`src/rtl/jt12_i2s_pkg.sv`:
```
// jt12_i2s_pkg: shared sample width, FIFO depth and stereo pair type for the I2S transmitter
package jt12_i2s_pkg;
  localparam int SAMPLE_W = 12;
  localparam int FIFO_DEPTH = 2;
  typedef struct packed {
    logic signed [SAMPLE_W-1:0] left;
    logic signed [SAMPLE_W-1:0] right;
  } pair_t;
endpackage

```
`src/rtl/jt12_i2s_fifo.sv`:
```
// jt12_i2s_fifo: 2-entry pair FIFO with occupancy and a one-cycle overrun pulse on dropped writes
module jt12_i2s_fifo
  import jt12_i2s_pkg::*;
(
  input  logic       clk,
  input  logic       rst_n,
  input  logic       i_wr,
  input  pair_t      i_data,
  input  logic       i_rd,
  output pair_t      o_data,
  output logic       o_empty,
  output logic       o_overrun,
  output logic [1:0] o_level
);
  pair_t r_mem [FIFO_DEPTH];
  logic r_wp, r_rp, r_ov;
  logic [1:0] r_level;
  logic w_full, w_pop, w_push;
  assign o_empty = r_level == 2'd0;
  assign w_full = r_level == 2'd2;
  assign w_pop = i_rd & ~o_empty;
  // a full FIFO still accepts when the same cycle frees a slot
  assign w_push = i_wr & (~w_full | w_pop);
  assign o_data = r_mem[r_rp];
  assign o_overrun = r_ov;
  assign o_level = r_level;
  always_ff @(posedge clk or negedge rst_n)
    if (!rst_n) begin
      r_wp <= 1'b0;
      r_rp <= 1'b0;
      r_ov <= 1'b0;
      r_level <= 2'd0;
    end else begin
      r_wp <= r_wp ^ w_push;
      r_rp <= r_rp ^ w_pop;
      r_ov <= i_wr & ~w_push;
      r_level <= r_level + {1'b0, w_push} - {1'b0, w_pop};
    end
  always_ff @(posedge clk)
    if (w_push) r_mem[r_wp] <= i_data;
endmodule

```
`src/rtl/jt12_i2s_tx.sv`:
```
// jt12_i2s_tx: captures accumulator pairs and serialises them on self-generated sclk/lrck.
// Define JT12_I2S_LJ_EN for left-justified output; default is standard I2S (one-bit delay).
module jt12_i2s_tx
  import jt12_i2s_pkg::*;
#(
  parameter int DIV = 4,
  parameter int WORD = 16
) (
  input  logic        clk,
  input  logic        rst,
  input  logic [11:0] left,
  input  logic [11:0] right,
  input  logic        sample,
  output logic        sclk,
  output logic        lrck,
  output logic        sdata,
  output logic        overrun,
  output logic [1:0]  level
);
  localparam int CW = DIV > 1 ? $clog2(DIV) : 1;
  localparam int FW = 2 * WORD;
  localparam int BW = $clog2(FW);
  localparam int PAD = WORD - SAMPLE_W;
  logic [CW-1:0] r_cnt;
  logic [BW-1:0] r_bcnt;
  logic [FW-1:0] r_sr;
  logic r_sample_d, r_sclk, r_lrck, r_lj;
  pair_t r_hold;
  pair_t w_head, w_pair;
  logic w_wr, w_tick, w_fall, w_bnd, w_empty;
  logic [WORD-1:0] w_lslot, w_rslot;
  logic [FW-1:0] w_frame;
  assign w_wr = sample & ~r_sample_d;
  assign w_tick = r_cnt == CW'(DIV - 1);
  assign w_fall = w_tick & r_sclk;
  assign w_bnd = w_fall & (r_bcnt == BW'(FW - 1));
  // an empty FIFO at the boundary repeats the last transmitted pair
  assign w_pair = w_empty ? r_hold : w_head;
  assign w_lslot = WORD'($unsigned(w_pair.left)) << PAD;
  assign w_rslot = WORD'($unsigned(w_pair.right)) << PAD;
  assign w_frame = {w_lslot, w_rslot};
  jt12_i2s_fifo u_fifo (
    .clk      (clk),
    .rst_n    (rst),
    .i_wr     (w_wr),
    .i_data   (pair_t'({left, right})),
    .i_rd     (w_bnd),
    .o_data   (w_head),
    .o_empty  (w_empty),
    .o_overrun(overrun),
    .o_level  (level)
  );
  always_ff @(posedge clk or negedge rst)
    if (!rst) begin
      r_sample_d <= 1'b0;
      r_cnt <= '0;
      r_sclk <= 1'b0;
      r_bcnt <= BW'(FW - 1);
      r_lrck <= 1'b1;
      r_sr <= '0;
      r_lj <= 1'b0;
      r_hold <= '0;
    end else begin
      r_sample_d <= sample;
      r_cnt <= w_tick ? '0 : r_cnt + CW'(1);
      if (w_tick) r_sclk <= ~r_sclk;
      if (w_fall) begin
        r_bcnt <= w_bnd ? '0 : r_bcnt + BW'(1);
        r_sr <= w_bnd ? w_frame << 1 : r_sr << 1;
        r_lj <= w_bnd ? w_frame[FW-1] : r_sr[FW-1];
        r_lrck <= w_bnd ? 1'b0 : (r_bcnt == BW'(WORD - 1)) ? 1'b1 : r_lrck;
      end
      if (w_bnd) r_hold <= w_pair;
    end
  assign sclk = r_sclk;
  assign lrck = r_lrck;
`ifdef JT12_I2S_LJ_EN
  assign sdata = r_lj;
`else
  logic r_i2s;
  always_ff @(posedge clk or negedge rst)
    if (!rst) r_i2s <= 1'b0;
    else if (w_fall) r_i2s <= r_lj;
  assign sdata = r_i2s;
`endif
endmodule

```
`config.mk`:
```
export PLATFORM = sky130hd
export DESIGN_NAME = jt12_i2s_tx
export DESIGN_NICKNAME = d
export VERILOG_FILES = /design/src/rtl/jt12_i2s_pkg.sv /design/src/rtl/jt12_i2s_fifo.sv /design/src/rtl/jt12_i2s_tx.sv
export SDC_FILE = /design/constraint.sdc
export NUM_CORES = 1
export LEC_CHECK = 0
export BUFFER_PORTS_ARGS = -buffer_cell sky130_fd_sc_hd__buf_2
export CAP_MARGIN = 20
export CORE_MARGIN = 3
export CORE_UTILIZATION = 67
export CTS_BUF_LIST = sky130_fd_sc_hd__clkbuf_4 sky130_fd_sc_hd__clkbuf_8
export DETAILED_ROUTE_END_ITERATION = 8
export GPL_ROUTABILITY_DRIVEN = 0
export PLACE_DENSITY = 0.87
export SLEW_MARGIN = 30
export SYNTH_ARGS = -nofsm -noshare
export SYNTH_HDL_FRONTEND = slang
export SYNTH_SLANG_ARGS = --single-unit
export TNS_END_PERCENT = 100
```
`constraint.sdc`:
```
create_clock -name clk -period 8.45 [get_ports clk]
set_input_delay 1.69 -clock clk [delete_from_list [all_inputs] [get_ports clk]]
set_output_delay 1.69 -clock clk [all_outputs]
set_load 0.005 [all_outputs]
```
==> results of run 1 <==
-- how the worst min path moves through the flow --
stage | to | startpoint | cells past startpoint
2_1_floorplan | r_cnt[0] | r_cnt[0] | 1
3_3_place_gp | r_cnt[0] | r_cnt[0] | 1
3_5_place_dp | r_cnt[0] | r_cnt[0] | 1
4_1_cts | r_cnt[0] | r_cnt[0] | 1
5_1_grt | r_cnt[0] | r_cnt[0] | 1
6_report | r_cnt[0] | r_cnt[0] | 1
-- power groups by stage --
stage | clock network [W] | registers, W | logic, W
after floorplan | 0 | 0.000655 | 0.000135
after global placement | 0 | 0.000658 | 0.000152
after detailed placement | 0 | 0.000658 | 0.000160
after CTS | 0.000493 | 0.000648 | 0.000162
after global routing | 0.000522 | 0.000651 | 0.000174
final | 0.000489 | 0.000648 | 0.000159
-- state kept, by name (all words and copies together), names as in the netlist --
name	cells
u_fifo.r_mem	48
r_sr	27
r_hold	24
r_bcnt	5
r_cnt	2
u_fifo.o_level	2
lrck	1
r_lj	1
r_sample_d	1
sclk	1
sdata	1
u_fifo.o_overrun	1
u_fifo.r_rp	1
u_fifo.r_wp	1
-- layer usage --
| metal | global-route usage | vias up | routed length, um |
|---|---|---|---|
| met1 | 0.291 | 1420 | 3810 |
| met5 | 0 | - | 0 |
| met2 | 0.369 | 72 | 4510 |
| met3 | 0.0869 | 10 | 374 |
| li1 | - | 1311 | - |
| met4 | 0.0668 | 0 | 108 |
-- critical path, stage by stage (launching register included) --
cell and delay [ns]:
dfstp_2 0.56, ha_1 0.19, and3_1 0.20, ha_2 0.55
nand3_2 0.61, a31oi_1 0.49, ha_2 0.69
-- stage by stage --
| stage | area, um2 | std cells | power (W) | setup WS [ns] | util |
|---|---|---|---|---|---|
| 3_3_place_gp | 5130 | 448 | 0.000810 | 3.80 | 0.731 |
| 5_1_grt | 5560 | 481 | 0.00135 | 4.45 | 0.792 |
| 3_5_place_dp | 5170 | 449 | 0.000818 | 3.97 | 0.736 |
| 4_1_cts | 5550 | 481 | 0.00130 | 3.87 | 0.790 |
| 2_1_floorplan | 4990 | 340 | 0.000790 | 5.39 | - |
| 6_report | 5560 | 481 | 0.00130 | 4.77 | 0.792 |
-- synthesized netlist by cell type (all sizes together) --
cell type | instances | area [um2]
nor2 | 2 | 7.51
nand2 | 32 | 123
mux2i | 24 | 240
nand3 | 2 | 10.0
edfxtp | 48 | 1440
or2 | 2 | 12.5
o221ai | 23 | 201
dfrtp | 62 | 1550
a31oi | 4 | 25.0
nor4bb | 1 | 10.0
o2111ai | 1 | 26.3
and3 | 1 | 6.26
nand2b | 30 | 188
o21ai | 10 | 50.1
xnor2 | 3 | 26.3
inv | 6 | 22.5
nor3 | 1 | 5.00
clkbuf | 10 | 37.5
ha | 8 | 100
buf | 12 | 116
a211oi | 1 | 12.5
dfstp | 6 | 158
o31ai | 2 | 15.0
a21o | 1 | 7.51
xor2 | 1 | 8.76
mux2 | 47 | 589
-- final cells by class --
class,count,area (um2),area share
Tap cell,96,120,0.0216
Clock buffer,24,293,0.0527
Sequential cell,116,3150,0.567
Inverter,6,22.5,0.00405
Multi-Input combinational cell,196,1680,0.303
Timing Repair Buffer,35,203,0.0365
Clock inverter,8,86.3,0.0155
-- kinds of logic after synthesis --
logic type,synth area share
AOI/OAI and AO/OA,0.0677
xor gates and xnor gates,0.00702
adders and majority gates,0.0201
buffers and inverters,0.0353
DFF,0.631
muxes,0.166
and+or+nand+nor,0.0725
==> flow_summary.toml, run 1 <==
[status]
outcome = "finished clean"

[power]
switchingPower_w = 0.000315
pwr-share-comb = 0.123
swShare = 0.243
internal_power_w = 0.000981
pwr-share-clk = 0.377
p_per_area_nw_per_um2 = 233
power_leakage_nw = 2.45
ir_worst_vdd_mv = 0.141
p_seq_frac = 0.500

[synth]
synth_area_um2 = 4990
avgSynthCellArea_um2 = 14.7
ys_ff_latch = 116
ys_seq_area_frac = 0.631
synth_cell_types = 33
syn_inst = 340
syn_nets = 375
ys_warn_count = 0

[cts]
cts.htree.levels = 4
clockBufferDepth = 2
root_buffer = "clkbuf_8"
post_cts_resized = 0
clk_latency_ns = 0.42
cts_tree = "yes"
post-cts-setup-buffers = 0
numCtsBuffers = 17
clock-sinks = 116
clkTransAtPathRegs_ns = 0.06
cts_hold_buf = 0

[floorplan]
die_area_um2 = 8520
start_util = 0.711
pin_count = 33
placementRows = 30
die_w_um = 92.3
die_h_um = 92.3
core_area_um2 = 7020

[global_route]
grt_overflow_total = 0
grt_max_degree = 69
grt_pass1_vias = 2964
track_usage = 0.229
antenna_found_initial = 0
grt_pass1_wl_um = 14800

[route]
avgRoutedWirePerCell_um = 18.3
wl_um = 8810
vias = 2813
ant_nets = 0
initialDrtViolationCount = 156
drc = 0
drt_first_pass_iters = 4
avgViaCountPerCell = 5.85

[critical_path]
reg2reg_slack_ns = 4.77
worstPathRequired_ns = 8.50
cp-startpoint = "r_bcnt[0]"
cp_max_fo = 35
reg2regPathDepth = 6
critical_path_arrival_ns = 3.73
reg2reg_to = "u_fifo.r_mem[1][10]"
endpoint_kind = "flop"
path_class = "reg2reg"
rr_startpoint = "r_bcnt[0]"
crit_path_start_kind = "flop"
crit_end = "u_fifo.r_mem[1][10]"

[timing]
fin_crit_ns = 3.68
slew_viol_final = 0
setup_tns_ns = 0
slew_headroom = 0.433
rsz0062_at_grt = "no"
fin_crit_sh = 0.436
whs_ns = 0.442
tightestPinTransition_ns = 0.850
max_freq_mhz = 272
finalHoldViolCount = 0
setup_violations = 0
finalClockSkew_ns = 0.0118

[final_layout]
layout_common_cells = "dfrtp_1 (61), edfxtp_1 (48), buf_2 (32)"
num-nets-final = 407
antennaDiodeCount = 0
drive_above_1_share = 0.327
area_delta_synth_final_pct = 11.4
nFillCells = 409
final_common_cell = "dfrtp_1"

[min_path]
hp-class = "reg2reg"

[placement]
port_buffers = 32
dpl.hpwl_um = 5020

[flow_run]
maxCapViolations = 0
Note: power is estimated with default switching activity, not from simulation.
==> run 2, diff against run 1 <==
--- a/config.mk
+++ b/config.mk
@@ -8,11 +8,11 @@
 export BUFFER_PORTS_ARGS = -buffer_cell sky130_fd_sc_hd__buf_2
 export CAP_MARGIN = 20
 export CORE_MARGIN = 3
-export CORE_UTILIZATION = 67
+export CORE_UTILIZATION = 56
 export CTS_BUF_LIST = sky130_fd_sc_hd__clkbuf_4 sky130_fd_sc_hd__clkbuf_8
 export DETAILED_ROUTE_END_ITERATION = 8
 export GPL_ROUTABILITY_DRIVEN = 0
-export PLACE_DENSITY = 0.87
+export PLACE_DENSITY = 0.78
 export SLEW_MARGIN = 30
 export SYNTH_ARGS = -nofsm -noshare
 export SYNTH_HDL_FRONTEND = slang
==> constraint.sdc (replaced) <==
create_clock -name clk -period 3 [get_ports clk]
set_input_delay 0.6 -clock clk [delete_from_list [all_inputs] [get_ports clk]]
set_output_delay 0.6 -clock clk [all_outputs]
set_load 0.005 [all_outputs]
==> flow_summary.toml, run 2 (synthesis gave the netlist of run 1 again) <==
[status]
outcome = "finished clean"

[route]
drt_first_pass_iters = 4
wl_um = 9010
initialDrtViolationCount = 87
vias = 2798
ant_nets = 0
drc = 0
avgRoutedWirePerCell_um = 18.1
avgViaCountPerCell = 5.63

[placement]
dpl.hpwl_um = 5430
port_buffers = 32
pre_cts_ws_ns = 0.541

[cts]
clock-sinks = 116
clockBufferDepth = 2
cts.htree.levels = 4
post_cts_resized = 0
post-cts-setup-buffers = 0
cts_hold_buf = 0
cts_tree = "yes"
root_buffer = "clkbuf_8"
clkTransAtPathRegs_ns = 0.07
clk_latency_ns = 0.42
numCtsBuffers = 17

[final_layout]
largest_register_ffs = 48
nFillCells = 602
register_area_um2 = 3150
multiInputGateArea_um2 = 1660
drive_above_1_share = 0.329
antennaDiodeCount = 0
reg.largest.list = "u_fifo.r_mem: 48 flops, r_sr: 27 flops, r_hold: 24 flops"
final_util = 0.665
final_common_cell = "dfrtp_1"
layout_common_cells = "dfrtp_1 (62), edfxtp_1 (48), buf_2 (32)"
area_delta_synth_final_pct = 12.3
regMostFlops = "u_fifo.r_mem"
num-nets-final = 415

[critical_path]
crit_top_cell = "ha_1"
max_stage_delay_ns = 0.56
rr_startpoint = "r_bcnt[0]"
endpoint_kind = "flop"
critical_path_arrival_ns = 2.59
cp_top_family = "adder cells"
crit_chain = "ha_1 > and3_1 > ha_1 > nand3_1 > a31oi_1 > ha_1 > buf_4"
slowest_stage = "dfstp_2"
path_class = "reg2reg"
reg2reg_to = "u_fifo.r_mem[1][3]"
crit_end = "u_fifo.r_mem[1][3]"
worstPathRequired_ns = 3.11
cp.depth = 7
reg2reg_slack_ns = 0.52
cp_max_fo = 12
reg2regPathDepth = 7
cp-startpoint = "r_bcnt[0]"
worst-path-buf-inv = 1
crit_path_start_kind = "flop"

[timing]
finalClockSkew_ns = 0.0125
fin_ws_ns = 0.515
whs_ns = 0.285
fin_crit_ns = 2.48
slew_headroom = 0.587
finalHoldViolCount = 0
setup_tns_ns = 0
setup_violations = 0
tightestPinTransition_ns = 0.620
fin_crit_sh = 0.828
rsz0062_at_grt = "no"
max_freq_mhz = 402
slew_viol_final = 0

[global_route]
grt_pass1_wl_um = 15000
grt_pass1_vias = 2990
antenna_found_initial = 0
track_usage = 0.197
grt_overflow_total = 0
grt_max_degree = 69

[floorplan]
die_h_um = 100
pin_count = 33
die_area_um2 = 10100
placementRows = 33
core_area_um2 = 8420
die_w_um = 100
start_util = 0.593

[power]
p_total_w = 0.00371
ir_worst_vdd_mv = 0.443
p_per_area_nw_per_um2 = 661
power_leakage_nw = 2.47

[flow_run]
maxCapViolations = 0

[min_path]
hp-class = "in2async"
==> run 2: cell count changes in the layout (fill, tap and decap cells not counted), sizes merged <==
cell      change
bufinv        +1
clkbuf        -5
clkinvlp      +3
buf           +8
==> run 2: layout make-up <==
cell class | count | share of cell area
Timing Repair Buffer | 43 | 0.0440
Clock inverter | 12 | 0.0250
Inverter | 6 | 0.00402
Clock buffer | 19 | 0.0444
Sequential cell | 116 | 0.562
Multi-Input combinational cell | 196 | 0.297
Tap cell | 105 | 0.0234
==> run 2: per-stage QoR <==
stage          cells  instance area, um2
4_1_cts          497                5600
6_report         497                5600
2_1_floorplan    340                4990
3_3_place_gp     466                5210
3_5_place_dp     466                5210
5_1_grt          497                5600
==> run 2: how the worst min path moves through the flow <==
| stage | start | endpoint |
|---|---|---|
| final | rst | r_sr[27] |
| after global placement | r_cnt[0] | r_cnt[0] |
| after floorplan | rst | r_cnt[0] |
| after CTS | sample | r_sample_d |
| after global routing | sample | r_sample_d |
| after detailed placement | r_cnt[0] | r_cnt[0] |
==> run 2: metal layers <==
| layer | track usage | wire (um) | vias up |
|---|---|---|---|
| met1 | 0.253 | 3940 | 1411 |
| met3 | 0.0612 | 367 | 9 |
| met5 | 0 | 0 | - |
| met2 | 0.322 | 4620 | 55 |
| met4 | 0.0591 | 87 | 0 |
| li1 | - | - | 1323 |
==> run 2: power by group <==
group | total (W) | internal (W) | switching (W)
clock network | 0.00142 | 0.000822 | 0.000598
logic | 0.000459 | 0.000195 | 0.000264
registers | 0.00183 | 0.00177 | 0.0000556
total | 0.00371 | 0.00279 | 0.000918
==> run 3, diff against run 2 <==
--- a/config.mk
+++ b/config.mk
@@ -8,11 +8,11 @@
 export BUFFER_PORTS_ARGS = -buffer_cell sky130_fd_sc_hd__buf_2
 export CAP_MARGIN = 20
 export CORE_MARGIN = 3
-export CORE_UTILIZATION = 56
+export CORE_UTILIZATION = 62
 export CTS_BUF_LIST = sky130_fd_sc_hd__clkbuf_4 sky130_fd_sc_hd__clkbuf_8
 export DETAILED_ROUTE_END_ITERATION = 8
 export GPL_ROUTABILITY_DRIVEN = 0
-export PLACE_DENSITY = 0.78
+export PLACE_DENSITY = 0.81
 export SLEW_MARGIN = 30
 export SYNTH_ARGS = -nofsm -noshare
 export SYNTH_HDL_FRONTEND = slang
==> constraint.sdc (replaced) <==
create_clock -name clk -period 2.5 [get_ports clk]
set_input_delay 0.5 -clock clk [delete_from_list [all_inputs] [get_ports clk]]
set_output_delay 0.5 -clock clk [all_outputs]
set_load 0.005 [all_outputs]
==> flow_summary.toml, run 3 (synthesis gave the netlist of run 1 again) <==
[power]
pwr-share-clk = 0.389
ir_worst_vdd_mv = 0.454
swShare = 0.242
pwr-share-comb = 0.129
power_leakage_nw = 2.50
p_seq_frac = 0.482
switchingPower_w = 0.00110
p_per_area_nw_per_um2 = 802
internal_power_w = 0.00346

[cts]
clock-sinks = 116
post-cts-setup-buffers = 0
root_buffer = "clkbuf_8"
cts_tree = "yes"
clk_latency_ns = 0.41
clkTransAtPathRegs_ns = 0.07
clockBufferDepth = 2
cts_hold_buf = 0
cts.htree.levels = 4
numCtsBuffers = 17
post_cts_resized = 0

[critical_path]
crit_path_start_kind = "flop"
reg2reg_slack_ns = 0.09
endpoint_kind = "flop"
crit_chain = "ha_1 > and3_1 > ha_1 > buf_4 > o2111ai_4 > inv_1 > ha_1 > inv_1 > ha_1 > xnor2_1 > xnor2_1"
max_stage_delay_ns = 0.57
worst-path-buf-inv = 3
path_class = "reg2reg"
cp_max_fo = 5
crit_top_cell = "ha_1"
worstPathRequired_ns = 2.84
cp_top_family = "adder cells"
slowest_stage = "dfstp_2"
rr_startpoint = "r_bcnt[0]"
critical_path_arrival_ns = 2.74
cp-startpoint = "r_bcnt[0]"

[final_layout]
largest_register_ffs = 48
antennaDiodeCount = 0
layout_common_cells = "dfrtp_1 (62), edfxtp_1 (48), buf_2 (32)"
register_area_um2 = 3150
num-nets-final = 414
regMostFlops = "u_fifo.r_mem"
area_delta_synth_final_pct = 13.9
final_common_cell = "dfrtp_1"
drive_above_1_share = 0.344
reg.largest.list = "u_fifo.r_mem: 48 flops, r_sr: 27 flops, r_hold: 24 flops"
multiInputGateArea_um2 = 1710
nFillCells = 505

[route]
drt_first_pass_iters = 5
vias = 2826
initialDrtViolationCount = 212
wl_um = 8540
drc = 0
avgRoutedWirePerCell_um = 17.3
avgViaCountPerCell = 5.72
ant_nets = 0

[timing]
fin_crit_ns = 2.41
fin_ws_ns = 0.0937
finalClockSkew_ns = 0.00933
max_freq_mhz = 416
tightestPinTransition_ns = 0.666
finalHoldViolCount = 0
slew_viol_final = 0
slew_headroom = 0.556
setup_violations = 0
fin_crit_sh = 0.963
setup_tns_ns = 0
rsz0062_at_grt = "no"

[global_route]
grt_pass1_wl_um = 14400
grt_pass1_vias = 3005
grt_max_degree = 42
track_usage = 0.211
antenna_found_initial = 0
grt_overflow_total = 0

[floorplan]
placementRows = 32
start_util = 0.643
pin_count = 33
die_w_um = 95.7
die_area_um2 = 9160
die_h_um = 95.7
core_area_um2 = 7770

[status]
outcome = "finished clean"

[placement]
pre_cts_ws_ns = 0.135
port_buffers = 32
dpl.hpwl_um = 5240

[flow_run]
maxCapViolations = 0

[min_path]
hp-class = "in2async"
run 3: cell types whose count changed in the layout (fill, tap and decap cells not counted), moves of 2 or more:
| cell | change |
|---|---|
| ha_4 | +2 |
| clkinvlp_4 | -2 |
| buf_4 | -2 |
| ha_1 | -2 |
| buf_12 | +2 |
| clkinv_1 | -2 |
| clkbuf_8 | +2 |
run 3: per-stage QoR:
| stage | cell area (um2) | power (W) | std cells | hold slack [ns] | utilization |
|---|---|---|---|---|---|
| after floorplan | 5040 | 0.00270 | 340 | 0.204 | - |
| after global placement | 5270 | 0.00280 | 462 | 0.418 | 0.678 |
| after detailed placement | 5270 | 0.00282 | 462 | 0.460 | 0.678 |
| after CTS | 5690 | 0.00459 | 494 | 0.124 | 0.732 |
| after global routing | 5690 | 0.00476 | 494 | 0.132 | 0.732 |
| final | 5690 | 0.00456 | 494 | 0.113 | 0.732 |
run 3: final cells by class:
type,count,share of cell area
multi-input combinational,196,0.301
sequential,116,0.554
clock buffer,22,0.0500
timing repair buffer,42,0.0458
clock inverter,10,0.0231
tap,102,0.0224
inverter,6,0.00396
run 3: final timing paths:
| check | to | cells after the start |
|---|---|---|
| worst max-delay path | u_fifo.o_level[1] | 11 |
| worst min-delay path | r_sr[27] | 1 |
| worst max register to register | u_fifo.o_level[1] | 11 |
| worst min register to register | r_cnt[0] | 1 |
| max in group asynchronous | r_hold[2] | 2 |
| min in group clk | r_sample_d | 1 |
run 3: per-layer routing:
layer / track usage / vias up / part of all wire
li1: - / 1324 / -
met1: 0.269 / 1434 / 0.45
met2: 0.349 / 55 / 0.50
met3: 0.0633 / 13 / 0.036
met4: 0.0664 / 0 / 0.014
met5: 0 / - / 0
run 3: power groups by stage:
stage	clock, W	sequential, W	combinational, W
3_3_place_gp	0	0.00223	0.000570
5_1_grt	0.00191	0.00221	0.000649
2_1_floorplan	0	0.00222	0.000483
3_5_place_dp	0	0.00223	0.000583
4_1_cts	0.00180	0.00220	0.000599
6_report	0.00177	0.00220	0.000589
run 3: worst register-to-register path, stage by stage, from the launching register on:
cell	delay, ns
dfstp_2	0.57
ha_1	0.19
and3_1	0.22
ha_1	0.20
buf_4	0.14
o2111ai_4	0.13
inv_1	0.10
ha_1	0.24
inv_1	0.07
ha_1	0.17
xnor2_1	0.16
xnor2_1	0.14
